**src/rtl/vfd_pkg.sv**
```systemverilog
// Shared definitions for the host-to-GRAM receive path: command codes, FSM states, GRAM geometry.
// The HOST_RX_CHK_EN macro adds the checksum state used by host_frame_rx.
package vfd_pkg;

   localparam logic [7:0] CMD_FRAME = 8'h01;
   localparam logic [7:0] CMD_ADDR  = 8'h02;
   localparam logic [7:0] CMD_BLANK = 8'h03;

   localparam int GRAM_COLS_C  = 77;
   localparam int GRAM_ROWS_C  = 39;
   localparam int GRAM_DEPTH_C = GRAM_COLS_C * GRAM_ROWS_C;

   typedef enum logic [2:0] {
      ST_IDLE,
      ST_CMD,
      ST_ADDR_HI,
      ST_ADDR_LO,
      ST_DATA,
      ST_BLANK,
      ST_DISCARD
`ifdef HOST_RX_CHK_EN
      , ST_CHK
`endif
   } rx_state_e;

endpackage

```
**src/rtl/in_sync.sv**
```systemverilog
// Multi-flop synchronizer for one asynchronous input, with rise/fall strobes taken
// from the synchronized level. RST_VAL is the idle level of the line.
module in_sync #(
   parameter int   SYNC_STAGES = 2,
   parameter logic RST_VAL     = 1'b0
) (
   input  logic clk_i,
   input  logic rst_ni,
   input  logic d_i,
   output logic q_o,
   output logic rise_o,
   output logic fall_o
);

   logic [SYNC_STAGES-1:0] sync_q;
   logic                   prev_q;

   always_ff @(posedge clk_i or negedge rst_ni) begin
      if (!rst_ni) begin
         sync_q <= {SYNC_STAGES{RST_VAL}};
         prev_q <= RST_VAL;
      end else begin
         sync_q <= {sync_q[SYNC_STAGES-2:0], d_i};
         prev_q <= sync_q[SYNC_STAGES-1];
      end
   end

   assign q_o    = sync_q[SYNC_STAGES-1];
   assign rise_o = q_o & ~prev_q;
   assign fall_o = ~q_o & prev_q;

endmodule

```
**src/rtl/host_frame_rx.sv**
```systemverilog
// Oversampled SPI slave (mode 0, MSB first) feeding the GRAM write port on the system clock.
// Define HOST_RX_CHK_EN to require a trailing XOR checksum byte on full frames.
module host_frame_rx
   import vfd_pkg::*;
#(
   parameter int SYNC_STAGES = 2,
   parameter int GRAM_DEPTH  = GRAM_DEPTH_C,
   parameter int ADDR_W      = 12
) (
   input  logic              CLK,
   input  logic              RST_N,
   input  logic              SSI,
   input  logic              SSCK,
   input  logic              SCS,
   output logic [ADDR_W-1:0] W_ADDR,
   output logic [7:0]        W_DATA,
   output logic              W_EN,
   output logic              FRAME_DONE,
   output logic              FRAME_ERR,
   output logic              DISP_EN,
   output logic              BUSY
);

   logic ssi_lvl, ssck_rise, scs_lvl, scs_rise, scs_fall;
   logic ssi_rise_unused, ssi_fall_unused, ssck_lvl_unused, ssck_fall_unused;

   in_sync #(.SYNC_STAGES(SYNC_STAGES), .RST_VAL(1'b0)) u_sync_ssi (
      .clk_i(CLK), .rst_ni(RST_N), .d_i(SSI),
      .q_o(ssi_lvl), .rise_o(ssi_rise_unused), .fall_o(ssi_fall_unused));
   in_sync #(.SYNC_STAGES(SYNC_STAGES), .RST_VAL(1'b0)) u_sync_ssck (
      .clk_i(CLK), .rst_ni(RST_N), .d_i(SSCK),
      .q_o(ssck_lvl_unused), .rise_o(ssck_rise), .fall_o(ssck_fall_unused));
   in_sync #(.SYNC_STAGES(SYNC_STAGES), .RST_VAL(1'b1)) u_sync_scs (
      .clk_i(CLK), .rst_ni(RST_N), .d_i(SCS),
      .q_o(scs_lvl), .rise_o(scs_rise), .fall_o(scs_fall));

   rx_state_e         state_q, state_d;
   logic [2:0]        bcnt_q;
   logic [7:0]        shift_q;
   logic [7:0]        byte_w;
   logic              bit_en, byte_done;
   logic [ADDR_W-1:0] addr_q, addr_d, addr_lo;
   logic              mode_q, mode_d;
   logic              busy_q, busy_d;
   logic              wen_q, wen_d;
   logic [ADDR_W-1:0] waddr_q, waddr_d;
   logic [7:0]        wdata_q, wdata_d;
   logic              done_q, done_d, err_q, err_d, disp_q, disp_d;
`ifdef HOST_RX_CHK_EN
   logic [7:0]        chk_q, chk_d;
`else
   logic              full_q, full_d, pend_q, pend_d;
`endif

   // Bits are only taken while the host holds chip select low.
   assign bit_en    = ssck_rise & ~scs_lvl;
   assign byte_w    = {shift_q[6:0], ssi_lvl};
   assign byte_done = bit_en & (bcnt_q == 3'd7);

   always_comb begin
      state_d = state_q;
      addr_d  = addr_q;
      mode_d  = mode_q;
      busy_d  = busy_q;
      wen_d   = 1'b0;
      waddr_d = waddr_q;
      wdata_d = wdata_q;
      done_d  = 1'b0;
      err_d   = 1'b0;
      disp_d  = disp_q;
`ifdef HOST_RX_CHK_EN
      chk_d   = chk_q;
`else
      full_d  = full_q;
      pend_d  = 1'b0;
`endif
      addr_lo = {addr_q[ADDR_W-1:8], byte_w};
      if (byte_done) begin
         case (state_q)
            ST_CMD: begin
               case (byte_w)
                  CMD_FRAME: begin
                     state_d = ST_DATA;
                     addr_d  = '0;
                     mode_d  = 1'b1;
`ifdef HOST_RX_CHK_EN
                     chk_d   = 8'h00;
`endif
                  end
                  CMD_ADDR: begin
                     state_d = ST_ADDR_HI;
                     mode_d  = 1'b0;
                  end
                  CMD_BLANK: state_d = ST_BLANK;
                  default: begin
                     err_d   = 1'b1;
                     state_d = ST_DISCARD;
                  end
               endcase
            end
            ST_ADDR_HI: begin
               addr_d  = {byte_w[ADDR_W-9:0], 8'h00};
               state_d = ST_ADDR_LO;
            end
            ST_ADDR_LO: begin
               if (addr_lo >= ADDR_W'(GRAM_DEPTH)) begin
                  err_d   = 1'b1;
                  state_d = ST_DISCARD;
               end else begin
                  addr_d  = addr_lo;
                  state_d = ST_DATA;
               end
            end
            ST_DATA: begin
               wen_d   = 1'b1;
               waddr_d = addr_q;
               wdata_d = {2'b00, byte_w[5:0]};
`ifdef HOST_RX_CHK_EN
               chk_d   = chk_q ^ byte_w;
`endif
               // The last GRAM location ends the stream; the address never wraps.
               if (addr_q == ADDR_W'(GRAM_DEPTH - 1)) begin
                  state_d = ST_DISCARD;
                  if (mode_q) begin
`ifdef HOST_RX_CHK_EN
                     state_d = ST_CHK;
`else
                     full_d  = 1'b1;
`endif
                  end
               end else begin
                  addr_d = addr_q + ADDR_W'(1);
               end
            end
            ST_BLANK: begin
               disp_d  = byte_w[0];
               state_d = ST_DISCARD;
            end
`ifdef HOST_RX_CHK_EN
            ST_CHK: begin
               done_d  = (byte_w == chk_q);
               err_d   = (byte_w != chk_q);
               state_d = ST_DISCARD;
            end
`endif
            default: ;
         endcase
      end
      if (scs_fall) begin
         state_d = ST_CMD;
         busy_d  = 1'b1;
`ifndef HOST_RX_CHK_EN
         full_d  = 1'b0;
`endif
      end
      if (scs_rise) begin
         state_d = ST_IDLE;
         busy_d  = 1'b0;
`ifndef HOST_RX_CHK_EN
         // A frame finished by a byte landing with the SCS edge reports one cycle
         // later, so the pulse never overlaps that final write.
         done_d  = full_q;
         pend_d  = full_d & ~full_q;
`endif
      end
`ifndef HOST_RX_CHK_EN
      if (pend_q) done_d = 1'b1;
`endif
   end

   always_ff @(posedge CLK or negedge RST_N) begin
      if (!RST_N) begin
         state_q <= ST_IDLE;
         bcnt_q  <= '0;
         addr_q  <= '0;
         mode_q  <= 1'b0;
         busy_q  <= 1'b0;
         wen_q   <= 1'b0;
         waddr_q <= '0;
         wdata_q <= '0;
         done_q  <= 1'b0;
         err_q   <= 1'b0;
         disp_q  <= 1'b1;
`ifndef HOST_RX_CHK_EN
         full_q  <= 1'b0;
         pend_q  <= 1'b0;
`endif
      end else begin
         state_q <= state_d;
         bcnt_q  <= (scs_fall | scs_rise) ? 3'd0 : (bit_en ? bcnt_q + 3'd1 : bcnt_q);
         addr_q  <= addr_d;
         mode_q  <= mode_d;
         busy_q  <= busy_d;
         wen_q   <= wen_d;
         waddr_q <= waddr_d;
         wdata_q <= wdata_d;
         done_q  <= done_d;
         err_q   <= err_d;
         disp_q  <= disp_d;
`ifndef HOST_RX_CHK_EN
         full_q  <= full_d;
         pend_q  <= pend_d;
`endif
      end
   end

   always_ff @(posedge CLK) begin
      if (bit_en) shift_q <= byte_w;
`ifdef HOST_RX_CHK_EN
      chk_q <= chk_d;
`endif
   end

   assign W_EN       = wen_q;
   assign W_ADDR     = waddr_q;
   assign W_DATA     = wdata_q;
   assign FRAME_DONE = done_q;
   assign FRAME_ERR  = err_q;
   assign DISP_EN    = disp_q;
   assign BUSY       = busy_q;

endmodule

```
**config.mk**
```make
export PLATFORM = sky130hd
export DESIGN_NAME = host_frame_rx
export DESIGN_NICKNAME = d
export VERILOG_FILES = /design/src/rtl/vfd_pkg.sv /design/src/rtl/in_sync.sv /design/src/rtl/host_frame_rx.sv
export SDC_FILE = /design/constraint.sdc
export NUM_CORES = 1
export LEC_CHECK = 0
export ABC_AREA = 1
export CAP_MARGIN = 25
export CORE_MARGIN = 3
export CORE_UTILIZATION = 35
export DETAILED_ROUTE_END_ITERATION = 10
export PLACE_DENSITY = 0.59
export REMOVE_ABC_BUFFERS = 1
export SYNTH_ARGS = -nofsm -noshare
export SYNTH_HDL_FRONTEND = slang
export SYNTH_SLANG_ARGS = --single-unit
```
**constraint.sdc**
```tcl
create_clock -name CLK -period 4.9 [get_ports CLK]
set_clock_uncertainty 0.05 [all_clocks]
set_input_delay 0.98 -clock CLK [delete_from_list [all_inputs] [get_ports CLK]]
set_output_delay 0.98 -clock CLK [all_outputs]
set_load 0.05 [all_outputs]
```
==> After elaboration in Yosys (flattened, before gate mapping) <==
Index checks and enable logic that the tools add are counted.
Widths: inputs -> output; s select.
{ "word_totals": {"reg_bits": 59, "latch_bits": 0, "output_inout_bits": 25, "ram_bits": 0, "mem_count": 0, "mem_bits_ro": 0} }
{ "classes": {"magnitude_cmp": 1, "mul": 0, "mux": 30, "n_bitwise": 12, "addsub": 2, "n_shift": 0, "n_reduce_logical": 14, "n_eq_ne": 14, "n_div": 0} }
{ "op_table": {"columns": ["cell", "n"], "rows": [
  ["$pmux 12 s4", 1],
  ["$mux 12", 2],
  ["$mux 3", 6],
  ["$eq 8x2->1 const B", 2],
  ["$mux 1", 15],
  ["$pmux 3 s5", 1],
  ["$add 12x1->12 const B", 1],
  ["$eq 12x12->1 const B", 1],
  ["$ge 12x12->1 const B", 1],
  ["$reduce_and 5->1", 2],
  ["$eq 3x3->1 const B", 3],
  ["$pmux 3 s3", 1],
  ["$eq 8x1->1 const B", 1],
  ["$mux 8", 1],
  ["$reduce_bool 7->1", 1],
  ["$and 1x1->1", 6],
  ["$eq 3x2->1 const B", 2],
  ["$ne 2x2->1 const B", 3],
  ["$reduce_and 3->1", 2],
  ["$reduce_bool 2->1", 3],
  ["$reduce_bool 3->1", 2],
  ["$not 1->1", 5],
  ["$ne 4x4->1 const B", 1],
  ["$pmux 1 s2", 2],
  ["7 further kinds", 8]
]} }

==> Logic depth before layout (Yosys ltp) <==
Gate-level depths: netlist of the first run.
{ "logic_depth": {"ltp_word": 8, "depth_mapped": 11, "depth_no_buf": 10} }

==> Cells and area by module <==
From an unflattened synthesis of the first run, not the netlist that was laid out.
{ "unflattened": {"hier_cells": 366, "hier_area_um2": 3110.5} }
{ "by_module_without_submodules": {"columns": ["mod", "n_inst", "cells_per_inst", "area_per_inst_um2"], "rows": [
  ["host_frame_rx", 1, 345, 2836.5],
  ["in_sync (u_sync_ssck ...)", 2, 7, 90.1],
  ["in_sync (u_sync_scs)", 1, 7, 93.8]
]} }

==> Least setup slack after synthesis of the first run <==
No wires, ideal clock.
{ "synth_timing": {"path_type": "register -> output", "start": "register disp_q, in the netlist DISP_EN", "end": "output port DISP_EN", "setup_slack_ps": 3206, "stages_incl_launch_ff": 1, "n_path_buf": 0, "t_required_ps": 3870, "arrival_ps": 664, "cell_sequence": "dfstp_2"} }
{ "synth_lines": {"columns": ["item", "line_no", "source"], "rows": [
  ["from (decl)", "host_frame_rx.sv:48", "logic done_q, done_d, err_q, err_d, disp_q, disp_d;"],
  ["from (signal assigned)", "host_frame_rx.sv:199", "disp_q <= disp_d;"],
  ["to (decl)", "host_frame_rx.sv:20", "output logic DISP_EN,"]
]} }
No word-level cell between the ends.

==> Worst setup path in the final report of the first run <==
{ "layout_timing": {"start": "register disp_q, in the netlist DISP_EN", "end": "output port DISP_EN"} }
No word-level cell between the ends.

==> flow_metrics.tcl, run 1 <==
set metrics [dict create \
    final-hold-violation-count 0 \
    grt_pass1_vias 2231 \
    post_cts_buffers 0 \
    cts_made_buffers 9 \
    worstMarginPinSlew_ns 0.7991 \
    detailedRoute.firstPassIterationCount 4 \
    grt_max_degree 53 \
    cts_tree "built" \
    syn_inst 356 \
    worstReg2RegEnd "W_DATA[0]" \
    final_cell_area_um2 3496 \
    clock_latency_ns 0.35 \
    pin_count 30 \
    maxCapViolations 0 \
    dpl_cell_area_um2 3246 \
    seq_area_um2 1516 \
    vdd_drop_max_uv 133.0 \
    ys_top_cells_by_count "118 x nand2_1, 48 x dfrtp_1, 38 x nor2_1" \
    cpPeakStageDelay_ns 0.79 \
    fp.dieW_um 96.76 \
    p_total_mw 1.218 \
    period_minus_slack_ns 2.696 \
    finalMaxSlewViolations 0 \
    max_freq_mhz 370.9 \
    setup_tns_ns 0 \
    critPathCaptureType "output port" \
    fillers 824 \
    setup_viol 0 \
    start_kind "register" \
    ys.flop_type "dfrtp_1" \
    crit_buf_inv 1 \
    cp_slowest_cell "clkdlybuf4s50_1" \
    place_hpwl_um 4433 \
    switchingPower_mw 0.3164 \
    path_clk_slew_ns 0.07 \
    crit_start "DISP_EN" \
    yosysMostFrequentCell "nand2_1" \
    rows 32 \
    synth_top_area_share_pct 41.67 \
    initial_core_util_pct 36.73 \
    cts.sinks 59 \
    cts-root-buf "clkbuf_8" \
    place_congestion 0.8381 \
    setup.worst_path.end "DISP_EN" \
    crit_path_cell_trace "clkdlybuf4s50_1" \
    syn_area_per_cell_um2 8.098 \
    drive_above_1_share_pct 9.620 \
    die_area_um2 9362 \
    grt_overflow_total 0 \
    rsz0062_at_grt "false" \
    outcome "completed" \
    fin_nets 401 \
    vias 2322 \
    die_h_um 96.76 \
    p_clk_share_pct 46.0 \
    switching_share_pct 25.97 \
    comb_power_share_pct 10.9 \
    area_delta_synth_final_pct 21.27 \
    initialDrtViolationCount 160 \
    antenna_cells 0 \
    cpLargestDelayFamily "buffers and inverters" \
    p_int_mw 0.9017 \
    multi_input_area_um2 1180 \
    port_buffers 27 \
    wirelength_um 6221 \
    viasPerCell 4.672 \
    postCtsHoldBufs 0 \
    cp.depth 1 \
    synth_top_area_cell "dfrtp_1" \
    fin_crit_sh_pct 55.03 \
    cp_max_fo 2 \
    yosysSeqAreaShare_pct 52.60 \
    p_seq_share_pct 43.1 \
    hp-class "register to register" \
    ys_warn_count 0 \
    critical_path_class "register to output port" \
    cp.arrival_ns 1.67 \
    whs_ns 0.3003 \
    final.setup.worst_slack_ns 2.204 \
    worstReg2RegStart "u_sync_scs.sync_q[1]" \
    grt_pass1_wl_um 10810 \
    clockBufferDepth 2 \
    track_usage_pct 14.50 \
    ant_nets 0 \
    power_density_nw_per_um2 348.4 \
    worstHoldStart "u_sync_ssck.sync_q[0]" \
    core-area_um2 7848 \
    cp.required_ns 3.87 \
    reg2regPathDepth 7 \
    p_leak_nw 1.634 \
    htreeDepth 3 \
    slew_headroom_pct 46.67 \
    synth_seq_cells 59 \
    place_ws_ns 2.561 \
    drc_errors 0 \
    synthArstFlopShare_pct 88.14 \
    rrSetupSlack_ns 2.64 \
    wire_per_inst_um 12.52 \
    cts_resized 0 \
    synth_area_leaders "dfrtp_1 42%, nand2_1 15%, edfxtp_1 7.3%" \
    antenna_found_initial 0 \
    synth_edf_count 7 \
    syn_area_um2 2883 \
    synth.distinct_cells 29 \
]
-- registers in the layout, indices dropped and copies added, names as in the netlist --
| signal | cells |
|---|---|
| W_EN | 1 |
| DISP_EN | 1 |
| u_sync_ssck.sync_q | 2 |
| shift_q | 7 |
| u_sync_ssi.sync_q | 2 |
| BUSY | 1 |
| state_q | 3 |
| FRAME_ERR | 1 |
| W_DATA | 6 |
| u_sync_scs.sync_q | 2 |
| W_ADDR | 12 |
| mode_q | 1 |
| u_sync_ssck.prev_q | 1 |
| u_sync_scs.prev_q | 1 |
| FRAME_DONE | 1 |
| full_q | 1 |
| addr_q | 12 |
| pend_q | 1 |
| bcnt_q | 3 |
-- cell type report --
class / instances / area share, %
well taps: 102 / 3.651
clock buffers: 10 / 3.937
clock inverters: 6 / 3.221
inverters: 39 / 4.259
flip-flops and latches: 59 / 43.38
repair buffers: 28 / 7.802
multi-input cells: 253 / 33.75
-- worst min-delay path by stage --
stage               cells after the start  slack (ns)               endpoint
detailed placement                      0        0.29  u_sync_ssck.sync_q[1]
floorplan                               0        0.28  u_sync_ssck.sync_q[1]
global placement                        0        0.29   u_sync_ssi.sync_q[1]
finish                                  0        0.30  u_sync_ssck.sync_q[1]
CTS                                     0        0.30  u_sync_ssck.sync_q[1]
global route                            0        0.31   u_sync_ssi.sync_q[1]
-- through the flow --
stage                     cells  utilization (%)
final                       497            44.55
after global routing        497            44.55
after CTS                   497            44.55
after detailed placement    481            41.36
after global placement      481            41.36
after floorplan             351                -
-- metal layers --
layer  vias to the layer above  global-route usage [%]  share of wire (%)
met2                        38                   22.13                 45
met3                        11                   4.398                3.7
met4                         0                   5.940                1.9
met5                         -                       0                  0
li1                       1202                       -                  -
met1                      1071                   19.22                 49
-- power groups by stage --
stage | clock, mW | sequential, mW | combinational [mW]
after CTS | 0.570 | 0.525 | 0.135
final | 0.560 | 0.525 | 0.133
after global placement | 0 | 0.534 | 0.134
after detailed placement | 0 | 0.534 | 0.134
after floorplan | 0 | 0.536 | 0.0933
after global routing | 0.590 | 0.528 | 0.154
-- layout by cell type (no fill, tap or decap), types with 2 or more instances in the layout --
master	instances
a21oi_1	5
bufinv_16	3
clkbuf_8	10
clkdlybuf4s50_1	26
clkinv_4	2
conb_1	2
dfrtp_1	48
dfstp_2	4
edfxtp_1	7
ha_1	6
inv_1	35
inv_2	3
nand2_1	118
nand2_2	4
nand3_1	27
nand3b_1	2
nand4_1	5
nor2_1	38
nor2_4	2
nor3_1	3
o21ai_0	32
o22ai_1	2
-- kinds of logic after synthesis --
logic type,count (synthesis),synth area share [%]
compound gates,41,7.422
buf+inv,45,6.597
fa+ha+maj,6,2.604
flops,59,52.60
simple gates,204,30.64
other cells,1,0.1301
Note: power is estimated with default switching activity, not from simulation.
==> run 2: changes to the inputs <==
clock period = 2.8 ns   (was 4.9 ns; I/O delays follow)
==> run 2 against run 1 <==
Global-route usage is 0.60 points lower; worst hold slack got worse by 0.13 ns; routed wire length decreased by 1.7%; final cell count rose by 0.20%; largest power group is now sequential cells; combinational power up 77%.
==> flow_metrics.tcl, run 2 (synthesis results as in run 1) <==
set metrics [dict create \
    critical_path_class "register to output port" \
    outcome "completed" \
    crit_start "DISP_EN" \
    p_total_mw 1.954 \
    crit_buf_inv 1 \
    cts_made_buffers 9 \
    clock_latency_ns 0.34 \
    final_cell_mix "118 x nand2_1, 48 x dfrtp_1, 38 x nor2_1, 35 x inv_1, 32 x o21ai_0" \
    cts-root-buf "clkbuf_8" \
    path_clk_slew_ns 0.07 \
    area_delta_synth_final_pct 20.79 \
    fin_nets 402 \
    maxCapViolations 0 \
    cpLargestDelayFamily "buffers and inverters" \
    cpPeakStageDelay_ns 0.80 \
    wire_per_inst_um 12.28 \
    worstMarginPinSlew_ns 0.6103 \
    fp.dieW_um 96.76 \
    fillers 786 \
    wirelength_um 6117 \
    start_kind "register" \
    grt_overflow_total 0 \
    htreeDepth 3 \
    vdd_drop_max_uv 296.5 \
    cts_resized 0 \
    slew_headroom_pct 59.31 \
    die_area_um2 9362 \
    place_hpwl_um 4664 \
    die_h_um 96.76 \
    setup_tns_ns 0 \
    finalMaxSlewViolations 0 \
    port_buffers 27 \
    grt_pass1_vias 2236 \
    period_minus_slack_ns 2.281 \
    post_cts_buffers 0 \
    cp_max_fo 2 \
    ant_nets 0 \
    drc_errors 0 \
    initialDrtViolationCount 135 \
    crit_path_cell_trace "clkdlybuf4s50_1" \
    core-area_um2 7848 \
    cts.sinks 59 \
    viasPerCell 4.598 \
    whs_ns 0.1738 \
    vias 2290 \
    worstReg2RegStart "u_sync_scs.sync_q[1]" \
    power_density_nw_per_um2 561.0 \
    max_freq_mhz 438.4 \
    rsz0062_at_grt "false" \
    grt_max_degree 31 \
    place_congestion 0.8032 \
    critPathCaptureType "output port" \
    grt_pass1_wl_um 10440 \
    antenna_cells 0 \
    hp-class "primary input to async pin" \
    rows 32 \
    final_common_cell "nand2_1" \
    postCtsHoldBufs 0 \
    p_leak_nw 1.621 \
    detailedRoute.firstPassIterationCount 4 \
    cp.required_ns 2.19 \
    antenna_found_initial 0 \
    track_usage_pct 13.90 \
    place_ws_ns 0.8562 \
    final-hold-violation-count 0 \
    initial_core_util_pct 36.73 \
    final.setup.worst_slack_ns 0.5191 \
    fin_crit_sh_pct 81.46 \
    drive_above_1_share_pct 9.848 \
    setup_viol 0 \
    cp.arrival_ns 1.67 \
    seq_area_um2 1516 \
    clockBufferDepth 2 \
    cp_slowest_cell "clkdlybuf4s50_1" \
    rrSetupSlack_ns 0.88 \
    cts_tree "built" \
    multi_input_area_um2 1180 \
    utilization_pct 44.37 \
    pin_count 30 \
]
==> run 2: per-stage QoR <==
step | instance area, um2 | cells
floorplan | 2845 | 351
global placement | 3266 | 482
detailed placement | 3266 | 482
CTS | 3482 | 498
global route | 3482 | 498
finish | 3482 | 498
==> run 2: worst reg2reg max path, stage by stage, from the launching register on <==
cell	delay, ns
dfstp_2	0.54
inv_1	0.05
nand3b_1	0.18
inv_1	0.21
nand2_1	0.19
nor2_4	0.06
inv_1	0.11
buf_4	0.27
o21ai_0	0.14
==> run 2: layout make-up <==
cell class              count  share of cell area (%)
inverters                  39                   4.276
repair buffers             29                   8.408
multi-input cells         253                   33.88
flip-flops and latches     59                   43.55
clock buffers              12                   5.390
well taps                 102                   3.665
clock inverters             4                  0.8264
==> run 2: path summary, 6_finish.rpt <==
path | to | cells after the start
max | DISP_EN | 1
min | W_ADDR[3] | 1
max reg2reg | W_ADDR[8] | 8
min reg2reg | u_sync_ssi.sync_q[1] | 0
max in group asynchronous | DISP_EN | 2
min in group CLK | u_sync_ssi.sync_q[1] | 0
==> run 2: power by group <==
part / total (mW) / internal, mW / leakage (nW) / switching (mW)
sequential: 0.919 / 0.894 / 0.757 / 0.0247
combinational: 0.235 / 0.0694 / 0.759 / 0.166
clock: 0.799 / 0.453 / 0.105 / 0.347
==> run 2: metal layers <==
layer,wire length [um],global-route usage (%),vias up
met5,0,0,-
met4,128,6.263,0
met3,308,3.100,10
met2,2783,21.82,47
met1,2897,18.37,1022
li1,-,-,1211
